### src/rtl/bin_bcd_seq.sv
// rtl/bin_bcd_seq.sv - sequential double-dabble binary-to-BCD converter
// One shared add-3 corrector is stepped across the BCD digits before each shift.
module bin_bcd_seq #(
  parameter int BIN_W  = 16,
  parameter int DIGITS = 5
) (
  input  logic                  clk,
  input  logic                  rst_n,
  input  logic                  start,
  input  logic [BIN_W-1:0]      bin_in,
  output logic                  busy,
  output logic                  done,
  output logic [4*DIGITS-1:0]   bcd_out
);

  localparam int BCD_W = 4 * DIGITS;
  localparam int K_W   = (DIGITS > 1) ? $clog2(DIGITS) : 1;
  localparam int N_W   = $clog2(BIN_W + 1);

  localparam logic [1:0] S_IDLE  = 2'd0;
  localparam logic [1:0] S_CORR  = 2'd1;
  localparam logic [1:0] S_SHIFT = 2'd2;
  localparam logic [1:0] S_DONE  = 2'd3;

  logic [1:0]       state;
  logic [BIN_W-1:0] bin_sh;
  logic [BCD_W-1:0] bcd_sh;
  logic [BCD_W-1:0] bcd_next;
  logic [K_W-1:0]   k;
  logic [N_W-1:0]   n;
  logic [3:0]       digit;
  logic [3:0]       corr;
  logic             cp;

  // Digit k is at most 9, so the 4-bit sum never exceeds 12 and needs no carry.
  always_comb begin
    digit = 4'd0;
    for (int i = 0; i < DIGITS; i++) begin
      if (k == K_W'(i)) digit = bcd_sh[4*i +: 4];
    end
    cp       = (digit >= 4'd5);
    corr     = digit + (cp ? 4'd3 : 4'd0);
    bcd_next = {bcd_sh[BCD_W-2:0], bin_sh[BIN_W-1]};
  end

  always_ff @(posedge clk) begin
    if (!rst_n) begin
      state   <= S_IDLE;
      bin_sh  <= '0;
      bcd_sh  <= '0;
      k       <= '0;
      n       <= '0;
      busy    <= 1'b0;
      done    <= 1'b0;
      bcd_out <= '0;
    end else begin
      case (state)
        S_IDLE, S_DONE: begin
          done <= 1'b0;
          if (start) begin
            bin_sh <= bin_in;
            bcd_sh <= '0;
            k      <= '0;
            n      <= N_W'(BIN_W);
            busy   <= 1'b1;
            state  <= S_CORR;
          end else begin
            state <= S_IDLE;
          end
        end
        S_CORR: begin
          for (int i = 0; i < DIGITS; i++) begin
            if (k == K_W'(i)) bcd_sh[4*i +: 4] <= corr;
          end
          if (k == K_W'(DIGITS - 1)) begin
            k     <= '0;
            state <= S_SHIFT;
          end else begin
            k <= k + 1'b1;
          end
        end
        S_SHIFT: begin
          bcd_sh <= bcd_next;
          bin_sh <= {bin_sh[BIN_W-2:0], 1'b0};
          n      <= n - 1'b1;
          // The final shift publishes the result; no correction follows it.
          if (n == N_W'(1)) begin
            bcd_out <= bcd_next;
            busy    <= 1'b0;
            done    <= 1'b1;
            state   <= S_DONE;
          end else begin
            state <= S_CORR;
          end
        end
        default: state <= S_IDLE;
      endcase
    end
  end

endmodule
### config.mk
export PLATFORM = sky130hd
export DESIGN_NAME = bin_bcd_seq
export DESIGN_NICKNAME = d
export VERILOG_FILES = /design/src/rtl/bin_bcd_seq.sv
export SDC_FILE = /design/constraint.sdc
export NUM_CORES = 1
export LEC_CHECK = 0
export BUFFER_PORTS_ARGS = -buffer_cell sky130_fd_sc_hd__buf_2
export CORE_UTILIZATION = 30
export DETAILED_ROUTE_END_ITERATION = 16
export HOLD_SLACK_MARGIN = 0.08
export PLACE_DENSITY = 0.51
export SYNTH_ARGS = -nofsm -noshare
export SYNTH_HDL_FRONTEND = slang
export SYNTH_SLANG_ARGS = --single-unit
### constraint.sdc
create_clock -name clk -period 3.4 [get_ports clk]
set_input_delay 0.51 -clock clk [delete_from_list [all_inputs] [get_ports clk]]
set_output_delay 0.51 -clock clk [all_outputs]
set_load 0.02 [all_outputs]
==> impl_metrics.env, run 1 <==
export IMPL_via_count=2974
export IMPL_clock_latency_ns=0.33
export IMPL_status="completed"
export IMPL_start_util_pct=31.3
export IMPL_cp_max_fo=8
export IMPL_critical_path_class="reg2reg"
export IMPL_rsz0062_at_grt="no"
export IMPL_fin_nets=467
export IMPL_clockBufferDepth=2
export IMPL_synth_top_area_share_pct=39.4
export IMPL_finalSetupTns_ns=0
export IMPL_drtIter0Drc=128
export IMPL_synth_edf_count=0
export IMPL_clock_skew_ns=0.00606
export IMPL_core_um2=11000
export IMPL_drive_above_1_share_pct=15.9
export IMPL_n_fill_cell=1165
export IMPL_row_count=38
export IMPL_antenna_found_initial=0
export IMPL_synth_flop_cell="dfxtp_1"
export IMPL_hold_viol=0
export IMPL_yosys_register_bits=68
export IMPL_post_route_cell_area_um2=4080
export IMPL_cts_root_buf="clkbuf_16"
export IMPL_clkTransAtPathRegs_ns=0.05
export IMPL_max_freq_ghz=0.319
export IMPL_cp_required_ns=3.62
export IMPL_synth_top_area_cell="dfxtp_1"
export IMPL_grt_use_total_pct=15.5
export IMPL_drt_antenna_violating_nets=0
export IMPL_grt_pass1_vias=2757
export IMPL_drc=0
export IMPL_cts_sinks=68
export IMPL_synthArstFlopShare_pct=0
export IMPL_startpoint_type="register"
export IMPL_synth_distinct_cells=49
export IMPL_dr_pass1_iters=5
export IMPL_mappedNetlistArea_um2=3450
export IMPL_fin_crit_sh_pct=92.2
export IMPL_regArea_um2=1360
export IMPL_cts_tree="built"
export IMPL_die_h_um=109
export IMPL_io_pins=41
export IMPL_cts_buffers=9
export IMPL_multiInputGateArea_um2=1910
export IMPL_die_w_um=109
export IMPL_netlist_top_cells_area="dfxtp_1 39%, nand2_1 9.9%, mux2i_1 4.6%"
export IMPL_ys_seq_area_share_pct=39.4
export IMPL_grt_overflow=0
export IMPL_routed_wl_mm=8.48
export IMPL_slew_viol_final=0
export IMPL_hp_class="reg2reg"
export IMPL_avgSynthCellArea_um2=8.53
export IMPL_cts_hold_buf=0
export IMPL_htreeDepth=3
export IMPL_area_delta_synth_final_pct=18.0
export IMPL_yosysMostFrequentCell="nand2_1"
export IMPL_die_area_um2=11900
export IMPL_crit_arrival_ns=3.35
export IMPL_port_buffers=40
export IMPL_routabilityCongestion=0.876
export IMPL_vias_per_cell=5.13
export IMPL_hpwl_mm=5.99
export IMPL_syn_inst=405
export IMPL_grt_max_degree=44
export IMPL_n_antenna_cell=0
export IMPL_vdd_drop_max_mv=0.323
export IMPL_routedWlPerCell_um=14.6
export IMPL_power_mw=2.06
export IMPL_yosys_warnings=0
export IMPL_max_slew_margin_pct=51.4
export IMPL_worst_slew_pin_slew_ns=0.729
export IMPL_finalSetupViolations=0
export IMPL_critPathCaptureType="register"
export IMPL_period_needed_ns=3.13
export IMPL_max_cap_violations=0
export IMPL_placed_area_um2=3770
export IMPL_synth_fp_nets=436
export IMPL_total_leakage_power_nw=1.69
export IMPL_grt_pass1_wl_mm=14.0
export IMPL_synthTopCellsByCount="91 x nand2_1, 68 x dfxtp_1, 21 x a21boi_0"
export IMPL_powerDensity_nw_per_um2=505
[metrics by stage]
step	std cells	utilization (%)	hold WS [ns]	setup WS, ns
after floorplan	405	-	0.453	0.388
after global placement	565	34.2	0.450	0.386
after detailed placement	565	34.2	0.453	0.282
after CTS	580	36.9	0.460	0.262
after global routing	580	37.0	0.475	0.0108
final	580	37.0	0.455	0.266
[placed cells by master (no fill, tap or decap), drive strengths merged, types with 11 or more instances in the layout]
| cell | count |
|---|---|
| nor2b | 16 |
| inv | 16 |
| nand3 | 11 |
| clkbuf | 14 |
| a22oi | 12 |
| ha | 11 |
| o211a | 16 |
| buf | 48 |
| o21ai | 18 |
| a21boi | 22 |
| dfxtp | 68 |
| mux2i | 16 |
| nand2 | 91 |
[critical path, cell delays in order, from the launching register on]
cell	delay [ns]
dfxtp_1	0.35
ha_1	0.22
ha_1	0.26
or2_4	0.28
a221o_1	0.27
a31oi_1	0.23
nor2_1	0.07
o21bai_1	0.19
ha_1	0.23
fa_1	0.41
nand2_1	0.17
o21ai_0	0.13
a22oi_1	0.15
nor2b_1	0.06
[power breakdown]
group | internal [mW] | leakage (nW) | total [mW] | switching [mW]
sequential | 0.835 | 0.553 | 0.857 | 0.0217
combinational | 0.0895 | 0.991 | 0.248 | 0.158
clock | 0.624 | 0.149 | 0.952 | 0.328
total | 1.55 | 1.69 | 2.06 | 0.508
[registers in the layout, summed over array words and instances (netlist names)]
| signal | cells |
|---|---|
| k | 3 |
| bin_sh | 16 |
| busy | 1 |
| done | 1 |
| n | 5 |
| state | 2 |
| bcd_out | 20 |
| bcd_sh | 20 |
[logic make-up (layout without fill, tap and decap cells)]
logic type	count (synthesis)	count (layout)	share of synthesized area, %
AOI/OAI and AO/OA	115	115	25.5
xor gates and xnor gates	2	2	0.507
adders and majority gates	12	12	4.56
buffers and inverters	44	79	5.36
DFF	68	68	39.4
muxes	17	17	4.96
and+or+nand+nor	147	147	19.7
[final timing paths]
path,end,depth (start not counted),slack [ns],from
worst max register to register,bcd_sh[9],13,0.27,k[0]
worst max-delay path,bcd_sh[9],13,0.27,k[0]
worst min-delay path,bcd_out[9],2,0.46,bcd_out[9]
worst min register to register,bcd_out[9],2,0.46,bcd_out[9]
[layer usage]
metal	GRT usage (%)	part of all wire, %	wire (um)
met1	19.5	47	3980
met2	25.1	46	3900
met3	3.97	4.9	413
met4	6.57	2.2	184
met5	0	0	0
[layout make-up]
cell class	instances	area share [%]
clock buffer	14	6.72
clock inverter	1	0.737
inverter	16	1.47
multi-input combinational	293	47.0
sequential	68	33.4
tap	140	4.30
timing repair buffer	48	6.38
[timing repair]
action | CTS | global route
setup endpoints to repair | 0 | 3
gates resized for setup | 0 | 1
buffers inserted | 0 | 0
Power figures use the tool's default switching activity.
==> run 2: changes to the inputs <==
--- a/config.mk
+++ b/config.mk
@@ -9,7 +9,7 @@
 export CORE_UTILIZATION = 30
 export DETAILED_ROUTE_END_ITERATION = 16
 export HOLD_SLACK_MARGIN = 0.08
-export PLACE_DENSITY = 0.51
+export PLACE_DENSITY_LB_ADDON = 0.3
 export SYNTH_ARGS = -nofsm -noshare
 export SYNTH_HDL_FRONTEND = slang
 export SYNTH_SLANG_ARGS = --single-unit
==> impl_metrics.env, run 2 (synthesis gave the netlist of run 1 again) <==
export IMPL_status="completed"
export IMPL_wl_met1_mm=4.13
export IMPL_die_h_um=109
export IMPL_vdd_drop_max_mv=0.265
export IMPL_grt_max_degree=45
export IMPL_rsz0062_at_grt="no"
export IMPL_max_slew_margin_pct=49.8
export IMPL_finalSetupTns_ns=0
export IMPL_routed_wl_mm=8.82
export IMPL_drt_antenna_violating_nets=0
export IMPL_worst_slew_pin_slew_ns=0.753
export IMPL_cp_required_ns=3.63
export IMPL_top_regs="bcd_out (20), bcd_sh (20), bin_sh (16)"
export IMPL_drive_above_1_share_pct=16.1
export IMPL_fin_nets=468
export IMPL_clock_skew_ns=0.00663
export IMPL_critPathCaptureType="register"
export IMPL_area_delta_synth_final_pct=17.4
export IMPL_cp_max_fo=8
export IMPL_power_frac_seq_pct=43.7
export IMPL_cts_root_buf="clkbuf_16"
export IMPL_hold_viol=0
export IMPL_io_pins=41
export IMPL_clkTransAtPathRegs_ns=0.06
export IMPL_port_buffers=40
export IMPL_switching_share_pct=26.1
export IMPL_via_count=2997
export IMPL_p_clk_share_pct=43.7
export IMPL_die_w_um=109
export IMPL_setup_slack_ns=0.234
export IMPL_cts_tree="built"
export IMPL_die_area_um2=11900
export IMPL_grt_overflow=0
export IMPL_clock_latency_ns=0.34
export IMPL_hp_class="reg2reg"
export IMPL_hold_ws_ns=0.458
export IMPL_max_freq_ghz=0.316
export IMPL_p_int_mw=1.45
export IMPL_grt_use_total_pct=16.0
export IMPL_top_layer="met4"
export IMPL_routedWlPerCell_um=15.2
export IMPL_met2_wirelength_mm=4.14
export IMPL_row_count=38
export IMPL_pre_cts_slack_ns=0.247
export IMPL_startpoint_type="register"
export IMPL_slew_viol_final=0
export IMPL_hpwl_mm=6.16
export IMPL_post_cts_setup_buffers=0
export IMPL_fin_crit_sh_pct=93.1
export IMPL_cts_buffers=9
export IMPL_drc=0
export IMPL_layout_commonest_cell="nand2_1"
export IMPL_cts_sinks=68
export IMPL_share_comb_of_total_power_pct=12.7
export IMPL_core_um2=11000
export IMPL_layout_common_cells="91 x nand2_1, 68 x dfxtp_1, 40 x buf_2"
export IMPL_period_needed_ns=3.17
export IMPL_finalSetupViolations=0
export IMPL_grt_pass1_vias=2903
export IMPL_wl_met3_um=445
export IMPL_vias_per_cell=5.16
export IMPL_worstRegToRegCells=13
export IMPL_clockBufferDepth=2
export IMPL_crit_arrival_ns=3.40
export IMPL_total_leakage_power_nw=1.68
export IMPL_start_util_pct=31.3
export IMPL_antenna_found_initial=0
export IMPL_max_cap_violations=0
export IMPL_dr_pass1_iters=4
export IMPL_critical_path_class="reg2reg"
export IMPL_power_mw=1.96
export IMPL_routabilityCongestion=0.871
export IMPL_grt_pass1_wl_mm=14.6
export IMPL_htreeDepth=3
export IMPL_n_antenna_cell=0
export IMPL_hold_path_depth=2
export IMPL_powerDensity_nw_per_um2=484
export IMPL_p_sw_mw=0.513
export IMPL_drtIter0Drc=183
## run 2: metal layers
metal / track usage (%) / vias up
met5: 0 / -
met4: 4.76 / 0
met3: 5.28 / 12
met2: 27.0 / 74
met1: 19.3 / 1411
li1: - / 1500
## run 2: metrics by stage
step	util [%]	instances	area, um2
after floorplan	-	405	3450
after global placement	34.3	566	3780
after detailed placement	34.3	566	3780
after CTS	36.7	581	4050
after global routing	36.8	581	4060
final	36.8	581	4060
## run 2: worst paths after layout
path	startpoint	to	slack, ns
setup / recovery	k[0]	bcd_sh[9]	0.23
hold / removal	bcd_out[0]	bcd_out[0]	0.46
setup reg to reg	k[0]	bcd_sh[9]	0.23
hold reg to reg	bcd_out[0]	bcd_out[0]	0.46
## run 2: final cells by class
cell class,instances,area [um2]
inverter,16,60.1
multi-input combinational,293,1920
clock inverter,2,10.0
fill,1158,6980
tap,140,175
timing repair buffer,49,268
sequential,68,1360
clock buffer,13,260
## run 2: worst max-delay path: stages (launching register included)
cell and delay, ns:
dfxtp_1 0.34, ha_1 0.21, ha_1 0.27, or2_4 0.28
a221o_1 0.28, a31oi_1 0.23, nor2_1 0.08, o21bai_1 0.18
ha_1 0.21, fa_1 0.41, nand2_1 0.19, o21ai_0 0.15
a22oi_1 0.16, nor2b_1 0.06
## run 2: what timing repair did
| item | in CTS | in global routing |
|---|---|---|
| hold buffers | 0 | 0 |
| setup endpoints to repair | 0 | 1 |
| gates resized for setup | 0 | 1 |
## run 2: power by group through the flow
| stage | sequential, mW | clock, mW | combinational [mW] |
|---|---|---|---|
| after floorplan | 0.870 | 0 | 0.183 |
| after global placement | 0.872 | 0 | 0.243 |
| after global routing | 0.862 | 0.916 | 0.276 |
| final | 0.858 | 0.858 | 0.249 |
| after detailed placement | 0.875 | 0 | 0.248 |
| after CTS | 0.858 | 0.882 | 0.249 |
==> run 3: changes to the inputs <==
--- a/config.mk
+++ b/config.mk
@@ -9,7 +9,7 @@
 export CORE_UTILIZATION = 30
 export DETAILED_ROUTE_END_ITERATION = 16
 export HOLD_SLACK_MARGIN = 0.08
-export PLACE_DENSITY_LB_ADDON = 0.3
+export PLACE_DENSITY_LB_ADDON = 0.25
 export SYNTH_ARGS = -nofsm -noshare
 export SYNTH_HDL_FRONTEND = slang
 export SYNTH_SLANG_ARGS = --single-unit
==> impl_metrics.env, run 3 (synthesis gave the netlist of run 1 again) <==
export IMPL_vias_per_cell=5.13
export IMPL_hold_ws_ns=0.458
export IMPL_clock_latency_ns=0.33
export IMPL_die_h_um=109
export IMPL_fin_nets=467
export IMPL_start_util_pct=31.3
export IMPL_fin_crit_sh_pct=93.3
export IMPL_status="completed"
export IMPL_grt_overflow=0
export IMPL_post_route_cell_area_um2=4060
export IMPL_cp_startpoint="k[0]"
export IMPL_finalSetupViolations=0
export IMPL_via_count=2976
export IMPL_final_util_pct=36.8
export IMPL_cpPeakStageDelay_ns=0.42
export IMPL_grt_use_total_pct=15.5
export IMPL_critical_path_class="reg2reg"
export IMPL_max_freq_ghz=0.315
export IMPL_total_leakage_power_nw=1.69
export IMPL_io_pins=41
export IMPL_die_area_um2=11900
export IMPL_hpwl_mm=5.96
export IMPL_layout_common_cells="91 x nand2_1, 67 x dfxtp_1, 40 x buf_2"
export IMPL_die_w_um=109
export IMPL_n_antenna_cell=0
export IMPL_drive_above_1_share_pct=16.1
export IMPL_hold_viol=0
export IMPL_layout_commonest_cell="nand2_1"
export IMPL_drtIter0Drc=184
export IMPL_top_regs="bcd_out (20), bcd_sh (20), bin_sh (16)"
export IMPL_area_delta_synth_final_pct=17.6
export IMPL_startpoint_type="register"
export IMPL_routed_wl_mm=8.59
export IMPL_clockBufferDepth=2
export IMPL_port_buffers=40
export IMPL_cts_tree="built"
export IMPL_crit_arrival_ns=3.39
export IMPL_clkTransAtPathRegs_ns=0.06
export IMPL_setup_slack_ns=0.228
export IMPL_vdd_drop_max_mv=0.309
export IMPL_pre_cts_slack_ns=0.236
export IMPL_dr_pass1_iters=4
export IMPL_routabilityCongestion=0.856
export IMPL_worst_path_max_delay_cell="fa_1"
export IMPL_core_um2=11000
export IMPL_powerDensity_nw_per_um2=494
export IMPL_cts_sinks=68
export IMPL_worst_slew_pin_slew_ns=0.683
export IMPL_r2r_start="k[0]"
export IMPL_placed_area_um2=3770
export IMPL_grt_pass1_wl_mm=14.1
export IMPL_path_cells="ha_1 -> ha_1 -> or2_4 -> a221o_1 -> a31oi_1 -> nor2_1 -> o21bai_1 -> ha_1 -> fa_1 -> nand2_1 -> o21ai_0 -> a22oi_1 -> nor2b_1"
export IMPL_hp_start="bcd_out[9]"
export IMPL_period_needed_ns=3.17
export IMPL_hp_class="reg2reg"
export IMPL_drt_antenna_violating_nets=0
export IMPL_finalNonFillerCells=580
export IMPL_htreeDepth=3
export IMPL_clock_skew_ns=0.00589
export IMPL_cp_required_ns=3.62
export IMPL_dpl_cell_count=565
export IMPL_cts_hold_buf=0
export IMPL_max_slew_margin_pct=54.5
export IMPL_slew_viol_final=0
export IMPL_drc=0
export IMPL_cp_max_fo=8
export IMPL_grt_pass1_vias=2778
export IMPL_rsz0062_at_grt="no"
export IMPL_max_cap_violations=0
export IMPL_antenna_found_initial=0
export IMPL_cts_root_buf="clkbuf_16"
export IMPL_row_count=38
export IMPL_grt_max_degree=42
export IMPL_cts_buffers=9
export IMPL_critPathCaptureType="register"
export IMPL_finalSetupTns_ns=0
export IMPL_power_mw=2.01
export IMPL_routedWlPerCell_um=14.8
export IMPL_cpMostUsedCell="ha_1"
run 3: routing by layer:
metal / track usage, % / share of wire, %
met5: 0 / 0
met4: 5.43 / 1.7
met3: 4.98 / 5.4
met2: 25.0 / 45
met1: 19.5 / 48
run 3: cell type report:
type | instances | area (um2)
fillers | 1188 | 6970
multi-input cells | 293 | 1910
flip-flops and latches | 68 | 1360
clock buffers | 14 | 284
repair buffers | 48 | 260
well taps | 140 | 175
inverters | 16 | 60.1
clock inverters | 1 | 5.00
run 3: worst paths after layout:
path | to | slack (ns) | cells after the start
min reg2reg | bcd_out[9] | 0.46 | 2
max reg2reg | bcd_sh[9] | 0.23 | 13
min | bcd_out[9] | 0.46 | 2
max | bcd_sh[9] | 0.23 | 13
run 3: where the power goes:
group          leakage [nW]  switching [mW]  internal, mW
clock network         0.145           0.334         0.568
registers             0.553          0.0220         0.835
logic                 0.991           0.159        0.0897
total                  1.69           0.514          1.49
run 3: worst max-delay path, delay by kind of cell, from the launching register on:
family,cells,cell delay (ns)
DFF,1,0.34
and+or+nand+nor,4,0.59
AOI/OAI and AO/OA,5,1.02
adders and majority gates,4,1.13
run 3: what timing repair did:
action / 4_1_cts / 5_1_grt
endpoints found under the setup margin: 0 / 4
gates resized for setup: 0 / 1
buffers inserted: 0 / 0
